--- src/rtl/branch_resolve_unit.sv ---
// In-order branch resolution: queues fetch predictions, checks them against execute, emits next PC and flush.
// Optional statistics counters are built only when BRANCH_STATS_EN is defined.
module branch_resolve_unit #(
  parameter int WordSize = 32,
  parameter int Depth    = 4
) (
  input  logic                clk,
  input  logic                rst,
  input  logic                pred_valid,
  input  logic                pred_taken,
  input  logic [WordSize-1:0] pred_pc,
  input  logic [WordSize-1:0] pred_addr,
  output logic                pred_ready,
  input  logic                res_valid,
  input  logic                act_taken,
  input  logic [WordSize-1:0] act_addr,
  output logic                flush,
  output logic                npc_valid,
  output logic [WordSize-1:0] npc,
  output logic [31:0]         branch_count,
  output logic [31:0]         mispredict_count
);

  localparam int PtrW = $clog2(Depth);

  typedef enum logic [1:0] {RESTART, RUN, FLUSH} state_t;

  typedef struct packed {
    logic                taken;
    logic [WordSize-1:0] pc;
    logic [WordSize-1:0] addr;
  } entry_t;

  state_t              state_q, state_d;
  entry_t              fifo_q [Depth];
  entry_t              fifo_d [Depth];
  logic [PtrW:0]       rd_ptr_q, rd_ptr_d;
  logic [PtrW:0]       wr_ptr_q, wr_ptr_d;
  logic                flush_q, flush_d;
  logic                npc_valid_q, npc_valid_d;
  logic [WordSize-1:0] npc_q, npc_d;

  entry_t              head;
  logic                empty;
  logic                full;
  logic                resolve;
  logic                mispredict;
  logic [WordSize-1:0] head_seq;

  // Pointers carry one extra wrap bit so full and empty are distinguishable.
  assign empty = (rd_ptr_q == wr_ptr_q);
  assign full  = (rd_ptr_q[PtrW] != wr_ptr_q[PtrW]) &&
                 (rd_ptr_q[PtrW-1:0] == wr_ptr_q[PtrW-1:0]);
  assign head  = fifo_q[rd_ptr_q[PtrW-1:0]];

  assign pred_ready = (state_q == RUN) && !full;
  assign resolve    = (state_q == RUN) && res_valid && !empty;
  assign mispredict = resolve && ((act_taken != head.taken) ||
                      (act_taken && head.taken && (act_addr != head.addr)));
  assign head_seq   = head.pc + WordSize'(4);

  always_comb begin
    state_d     = state_q;
    fifo_d      = fifo_q;
    rd_ptr_d    = rd_ptr_q;
    wr_ptr_d    = wr_ptr_q;
    flush_d     = 1'b0;
    npc_valid_d = 1'b0;
    npc_d       = npc_q;

    case (state_q)
      RESTART: state_d = RUN;
      RUN:     if (mispredict) state_d = FLUSH;
      FLUSH:   state_d = RUN;
      default: state_d = RESTART;
    endcase

    // A mispredict squashes everything younger, including this cycle's enqueue.
    if (pred_valid && pred_ready && !mispredict) begin
      fifo_d[wr_ptr_q[PtrW-1:0]] = '{taken: pred_taken, pc: pred_pc, addr: pred_addr};
      wr_ptr_d = wr_ptr_q + (PtrW+1)'(1);
    end

    if (resolve) begin
      npc_valid_d = 1'b1;
      if (mispredict) begin
        flush_d  = 1'b1;
        npc_d    = act_taken ? act_addr : head_seq;
        rd_ptr_d = '0;
        wr_ptr_d = '0;
      end else begin
        npc_d    = head.taken ? head.addr : head_seq;
        rd_ptr_d = rd_ptr_q + (PtrW+1)'(1);
      end
    end
  end

  always_ff @(posedge clk) begin
    if (rst) begin
      state_q     <= RESTART;
      rd_ptr_q    <= '0;
      wr_ptr_q    <= '0;
      flush_q     <= 1'b0;
      npc_valid_q <= 1'b0;
      npc_q       <= '0;
    end else begin
      state_q     <= state_d;
      rd_ptr_q    <= rd_ptr_d;
      wr_ptr_q    <= wr_ptr_d;
      flush_q     <= flush_d;
      npc_valid_q <= npc_valid_d;
      npc_q       <= npc_d;
    end
  end

  // Entry storage needs no reset: it is only read when the pointers say it is valid.
  always_ff @(posedge clk) begin
    fifo_q <= fifo_d;
  end

  assign flush     = flush_q;
  assign npc_valid = npc_valid_q;
  assign npc       = npc_q;

`ifdef BRANCH_STATS_EN
  logic [31:0] branch_count_q, branch_count_d;
  logic [31:0] mispredict_count_q, mispredict_count_d;

  always_comb begin
    branch_count_d     = branch_count_q;
    mispredict_count_d = mispredict_count_q;
    if (resolve && (branch_count_q != 32'hFFFF_FFFF))
      branch_count_d = branch_count_q + 32'd1;
    if (mispredict && (mispredict_count_q != 32'hFFFF_FFFF))
      mispredict_count_d = mispredict_count_q + 32'd1;
  end

  always_ff @(posedge clk) begin
    if (rst) begin
      branch_count_q     <= '0;
      mispredict_count_q <= '0;
    end else begin
      branch_count_q     <= branch_count_d;
      mispredict_count_q <= mispredict_count_d;
    end
  end

  assign branch_count     = branch_count_q;
  assign mispredict_count = mispredict_count_q;
`else
  assign branch_count     = '0;
  assign mispredict_count = '0;
`endif

endmodule

--- config.mk ---
export PLATFORM = sky130hd
export DESIGN_NAME = branch_resolve_unit
export DESIGN_NICKNAME = d
export VERILOG_FILES = /design/src/rtl/branch_resolve_unit.sv
export SDC_FILE = /design/constraint.sdc
export NUM_CORES = 1
export LEC_CHECK = 0
export BUFFER_PORTS_ARGS = -buffer_cell sky130_fd_sc_hd__buf_2
export CELL_PAD_IN_SITES_DETAIL_PLACEMENT = 1
export CELL_PAD_IN_SITES_GLOBAL_PLACEMENT = 1
export CORE_ASPECT_RATIO = 0.6
export CORE_MARGIN = 3
export CORE_UTILIZATION = 50
export CTS_BUF_LIST = sky130_fd_sc_hd__clkbuf_16
export CTS_CLUSTER_DIAMETER = 200
export CTS_CLUSTER_SIZE = 8
export DETAILED_ROUTE_END_ITERATION = 8
export PLACE_DENSITY_LB_ADDON = 0.25
export RECOVER_POWER = 100
export SYNTH_ARGS = -nofsm -noshare
export SYNTH_HDL_FRONTEND = slang
export SYNTH_SLANG_ARGS = --single-unit
--- constraint.sdc ---
create_clock -name clk -period 21.4 [get_ports clk]
set_input_delay 0 -clock clk [delete_from_list [all_inputs] [get_ports clk]]
set_output_delay 0 -clock clk [all_outputs]
set_load 0.03 [all_outputs]
### Word-level counts from Yosys, hierarchy flattened

Cells that the tools add are included.

* $add $sub $neg: 3
* magnitude comparators: 3
* equality and inequality tests: 8
* multiplexer cells: 17
* bitwise operators: 3
* reductions and logical operators: 17

Operators with widths (count)
* $bwmux W260: 1
* $mux W65: 3
* $bmux W65 S2: 1
* $demux W65 S2: 1
* $mux W32: 3
* $add A32 B3 Y32 const B: 1
* $ne A32 B32 Y1: 1
* $mux W3: 4
* $logic_and A1 B1 Y1: 10
* $add A3 B1 Y3 const B: 2
* $ge A3 B3 Y1 const B: 2
* $not A2 Y3: 2
* $pmux W2 S2: 1
* $reduce_or A2 Y1: 2
* $eq A3 B3 Y1: 1
* $logic_not A1 Y1: 3
* $lt A3 B1 Y1 const B: 1
* $eq A2 B1 Y1 const B: 1
* $eq A2 B2 Y1: 1
* $eq A2 B2 Y1 const B: 1
* $logic_not A2 Y1: 1
* $mux W1: 2
* $mux W2: 1
* $ne A1 B1 Y1: 2
* 3 further kinds: 3

* register bits: 302
* bits of input ports: 102
* output and inout port bits: 99
* word-level logic and storage cells: 69

### Longest topological paths before layout

* depth after elaboration: 13
* gate-level depth with buffers: 14
* gate-level depth less buffers: 9

### Worst setup path after synthesis

No wires, ideal clock.

* kind: reg2reg
* start point: register rd_ptr_q[1]
* end point: register fifo_q[100] (netlist bit), enable pin
* library setup time: 0.582 ns
* data arrival time: 7.366 ns
* data required time: 20.818 ns
* setup slack: 13.452 ns
* stages on the path, launching flop included: 14
* path buffers: 5
* period minus slack after synthesis: 7.948 ns
* cell sequence: dfxtp_1 > buf_2 > buf_4 > buf_2 > buf_2 > mux2i_1 > nand2_1 > o21ai_1 > inv_1 > ha_1 > nor2_2 > buf_4 > nor2_1 > nor3b_1

* word-level cells in the longest chain between the ends: 10
* elaborated cells on any way between the ends: 20
* those cells by class: 4 x eq/ne; 3 x mux; 1 x bitwise; 12 x reduce/logical

RTL lines
* start: declaration: RTL line 37 `logic [PtrW:0] rd_ptr_q, rd_ptr_d;`
* start signal: assignment: RTL line 108 `rd_ptr_q <= rd_ptr_d;`
* $not A2 Y3 (implied by the code): RTL line 54 `assign head = fifo_q[rd_ptr_q[PtrW-1:0]];`
* $bmux W65 S2: RTL line 54
* $mux W65 (implied by the code) (2 in a row): RTL line 54
* $ne A32 B32 Y1 / $logic_and A1 B1 Y1 (equally long branches): RTL line 59 `(act_taken && head.taken && (act_addr != head.addr)));`
* $logic_and A1 B1 Y1: RTL line 59
* $logic_or A1 B1 Y1: RTL line 58 `assign mispredict = resolve && ((act_taken != head.taken) ||`
* $logic_and A1 B1 Y1: RTL line 58
* $logic_not A1 Y1: RTL line 79 `if (pred_valid && pred_ready && !mispredict) begin`
* $logic_and A1 B1 Y1 *: RTL line 79
* end signal: assignment: RTL line 118 `fifo_q <= fifo_d;`
* end: declaration: RTL line 35 `entry_t fifo_q [Depth];`

Mark *: on every way between the ends. The rest lies on a longest branch, timed or not. The select of a mux whose other input is x is not followed.
A chain may end at the register's enable or synchronous reset.

### Worst setup path in the final report

* start point: register rd_ptr_q[0]
* end point: register fifo_q[60] (netlist bit), enable pin

The elaborated chain is that of the path after synthesis.

==> impl_results.md <==
* Setup violators final at 0
* Synth unique cells at 53
* Switching Power at 350 µW
* CP Class: reg -> reg
* CP max-delay cell: clkbuf_1
* Sw Ratio at 0.245
* RSZ-0062 raised after global routing: no
* Startpoint types: flip-flop
* Share of cells above drive strength 1 at 0.143
* Antenna cells at 0
* Yosys top cell area share at 0.579
* Clock network latency to the later pin of the worst-skew pair at 0.55 ns
* Crit path max fanout at 40
* Routed WL at 36,900 µm
* Fin crit period at 10.82 ns
* TNS Setup at 0 ns
* Fillers at approximately 2,400
* Commonest non-fill, non-tap cell in the layout: edfxtp_1
* # clock sinks at between 300 and 400
* Global-route wire length before repair at 54,900 µm
* P per Cell Area at 88.5 nW/µm²
* CP endpoint kind: flip-flop
* Die Ht at 133 µm
* Final core utilization at 0.621
* TritonCTS Buffers at 43
* NumNets Final at 1,154
* Worst VDD drop at 0.0628 mV
* Final hold vios at 0
* Reg clk slew, reported paths at 0.05 ns
* Port buffer count at about 140
* Pre-CTS WS at 15.87 ns
* Initial antenna violation count at 0
* Clock Tree Root: clkbuf_16
* Vias per cell at 5.62
* DRC Markers at 0
* Status: finished with violations
* Post-detail-place hpwl at 23,800 µm
* Pleak at 5.62 nW
* Mapped cell area at roughly 13,000 µm²
* Tot GR Track Use at 0.254
* Worst Max-Slew Pin Slew at between 4 and 5 ns
* Yosys top cell by area: edfxtp_1
* Rows at 45
* Drt first pass iters at 5
* Clock network power share at 0.426
* Slowest stage delay, CP at approximately 2.5 ns
* Final WS setup at ~11 ns
* Failing checks: capacitance limit, slew limit
* DIE AREA at approximately 29,000 µm²
* Pins over their slew limit at 370
* Worst hold path type: in -> reg
* Via Count at 8,032
* DIE WIDTH at 218 µm
* Top_reg_cell synth: edfxtp_1
* Setup Skew at roughly 0.028 ns
* Gate power share at 0.106
* Area growth, synth to finish at 19.3%
* Ys async rst share at 0
* Crit share post-route at 0.506
* Post-synth EDFFs at 260
* Total chip power at 1.42 mW
* Commonest cells after routing, fill and taps aside: 260 x edfxtp_1, 105 x clkbuf_1, 80 x dlygate4sd3_1
* Mapped Avg Cell Area at 16.6 µm²
* Area of the core at 25,900 µm²
* RD Place Congestion at between 0.8 and 0.9
* Max-Cap Viols at 8
* Post-CTS resize count at 0
* Initial Util at 0.521
* ANT nets after route at 0
* F_max at 92.4 MHz
* Arrival @ worst endpoint at 10.91 ns
* CP required at 21.48 ns
* Max H-tree Level at 2
* Pint at 1.07 mW
* Wire per inst at 25.8 µm
* Top-Level Pins at 201
* Largest net degree at the start of global routing at 66
* TritonCTS clock tree: built
* Mapped Cells at 814
* Cell Chain, Critical Path: clkbuf_1, mux4_1, xnor2_1, nand4_1, nor4_1, a21boi_0, nor2_4, nor2_1, nor2_1, clkbuf_1
* Starting DRT DRC Count at approximately 650
* Overflow after GRT at 0
* Vias in the first global route at around 8,500
* Area contributors post-synth: edfxtp_1 58%, mux4_2 8.2%, dfxtp_1 6.2%
* Power share of the sequential group at 0.468
* Synth Warn # at 0
* CTS Buffer Depth at 3
* Seq/Total Area, Yosys at 0.641
* Post-synthesis register bit count at a little over 300
* Max transition margin at -1.98
## Yosys cell counts, types with 2 or more instances
cell type and count:
buf_6 5, nor3b_1 3, o21ai_1 2, nand2_1 20
mux2_2 22, o21ai_0 4, buf_2 10, ha_1 7
nor4_1 5, and3_1 3, clkbuf_1 17, a211oi_2 3
nor4_2 2, a22o_1 3, o21bai_1 4, a211oi_1 19
buf_4 67, mux2i_1 68, nor3_1 13, dfxtp_1 42
mux4_1 14, inv_1 12, xnor2_1 48, a221oi_1 3
mux4_2 49, a21oi_1 6, nor2_1 39, nand4_1 15
nand3_1 10, xor2_1 17, edfxtp_1 260
## repair_timing
| action | 4_1_cts | 5_1_grt |
|---|---|---|
| hold endpoints to repair | 275 | 0 |
| buffers inserted | 0 | 0 |
| hold buffers | 80 | 0 |
| setup endpoints to repair | 0 | 0 |
## path summary, 6_finish.rpt
kind | slack, ns | endpoint | depth (start not counted) | start
setup / recovery | 10.58 | fifo_q[60] | 10 | rd_ptr_q[0]
hold / removal | 0.009 | npc[17] | 4 | act_addr[17]
setup reg to reg | 10.58 | fifo_q[60] | 10 | rd_ptr_q[0]
hold reg to reg | 0.44 | state_q[0] | 1 | state_q[0]
## power by group through the flow
| stage | sequential, mW | combinational [mW] | clock [mW] |
|---|---|---|---|
| 4_1_cts | 0.665 | 0.153 | 0.617 |
| 5_1_grt | 0.667 | 0.161 | 0.648 |
| 2_1_floorplan | 0.682 | 0.0942 | 0 |
| 3_3_place_gp | 0.675 | 0.138 | 0 |
| 3_5_place_dp | 0.676 | 0.141 | 0 |
| 6_report | 0.666 | 0.151 | 0.607 |
## metrics by stage
step	hold slack, ns	cells	cell area, µm²
after floorplan	0.0989	877	13700
after global placement	0.220	1272	14200
after detailed placement	0.222	1272	14200
after CTS	0.000219	1430	16300
after global routing	0.00493	1430	16100
final	0.00930	1430	16100
## layout make-up
class / count / area, µm² / area share
tap: 352 / 440 / 0.0274
multi-input combinational: 461 / 4330 / 0.269
sequential: 302 / 8650 / 0.537
clock buffer: 43 / 1080 / 0.0669
inverter: 12 / 45.0 / 0.00280
timing repair buffer: 225 / 1400 / 0.0871
clock inverter: 35 / 153 / 0.00948
## per-layer routing
layer | global-route usage | part of all wire
met3 | 0.0572 | 0.073
met5 | 0 | 0
met1 | 0.372 | 0.45
met4 | 0.0514 | 0.013
met2 | 0.396 | 0.47
## state kept, by name, summed over array words and instances, names as in the netlist
register	flops
state_q	2
wr_ptr_q	3
npc	32
npc_valid	1
rd_ptr_q	3
fifo_q	260
flush	1
## logic make-up after synthesis
| kind of cell | share of synthesized area |
|---|---|
| mux | 0.178 |
| other cells | 0.000278 |
| xor+xnor | 0.0422 |
| simple gates | 0.0473 |
| flops | 0.641 |
| fa+ha+maj | 0.00649 |
| buf+inv | 0.0564 |
| compound gates | 0.0282 |
## critical path: cells and delay by family, from the launching register on
| family | cells | cell delay [ns] |
|---|---|---|
| compound gates | 1 | 0.30 |
| xor+xnor | 1 | 0.17 |
| buf+inv | 2 | 4.39 |
| flops | 1 | 1.72 |
| mux | 1 | 0.85 |
| simple gates | 5 | 2.84 |
No activity file was read; power rests on OpenSTA's default activity.
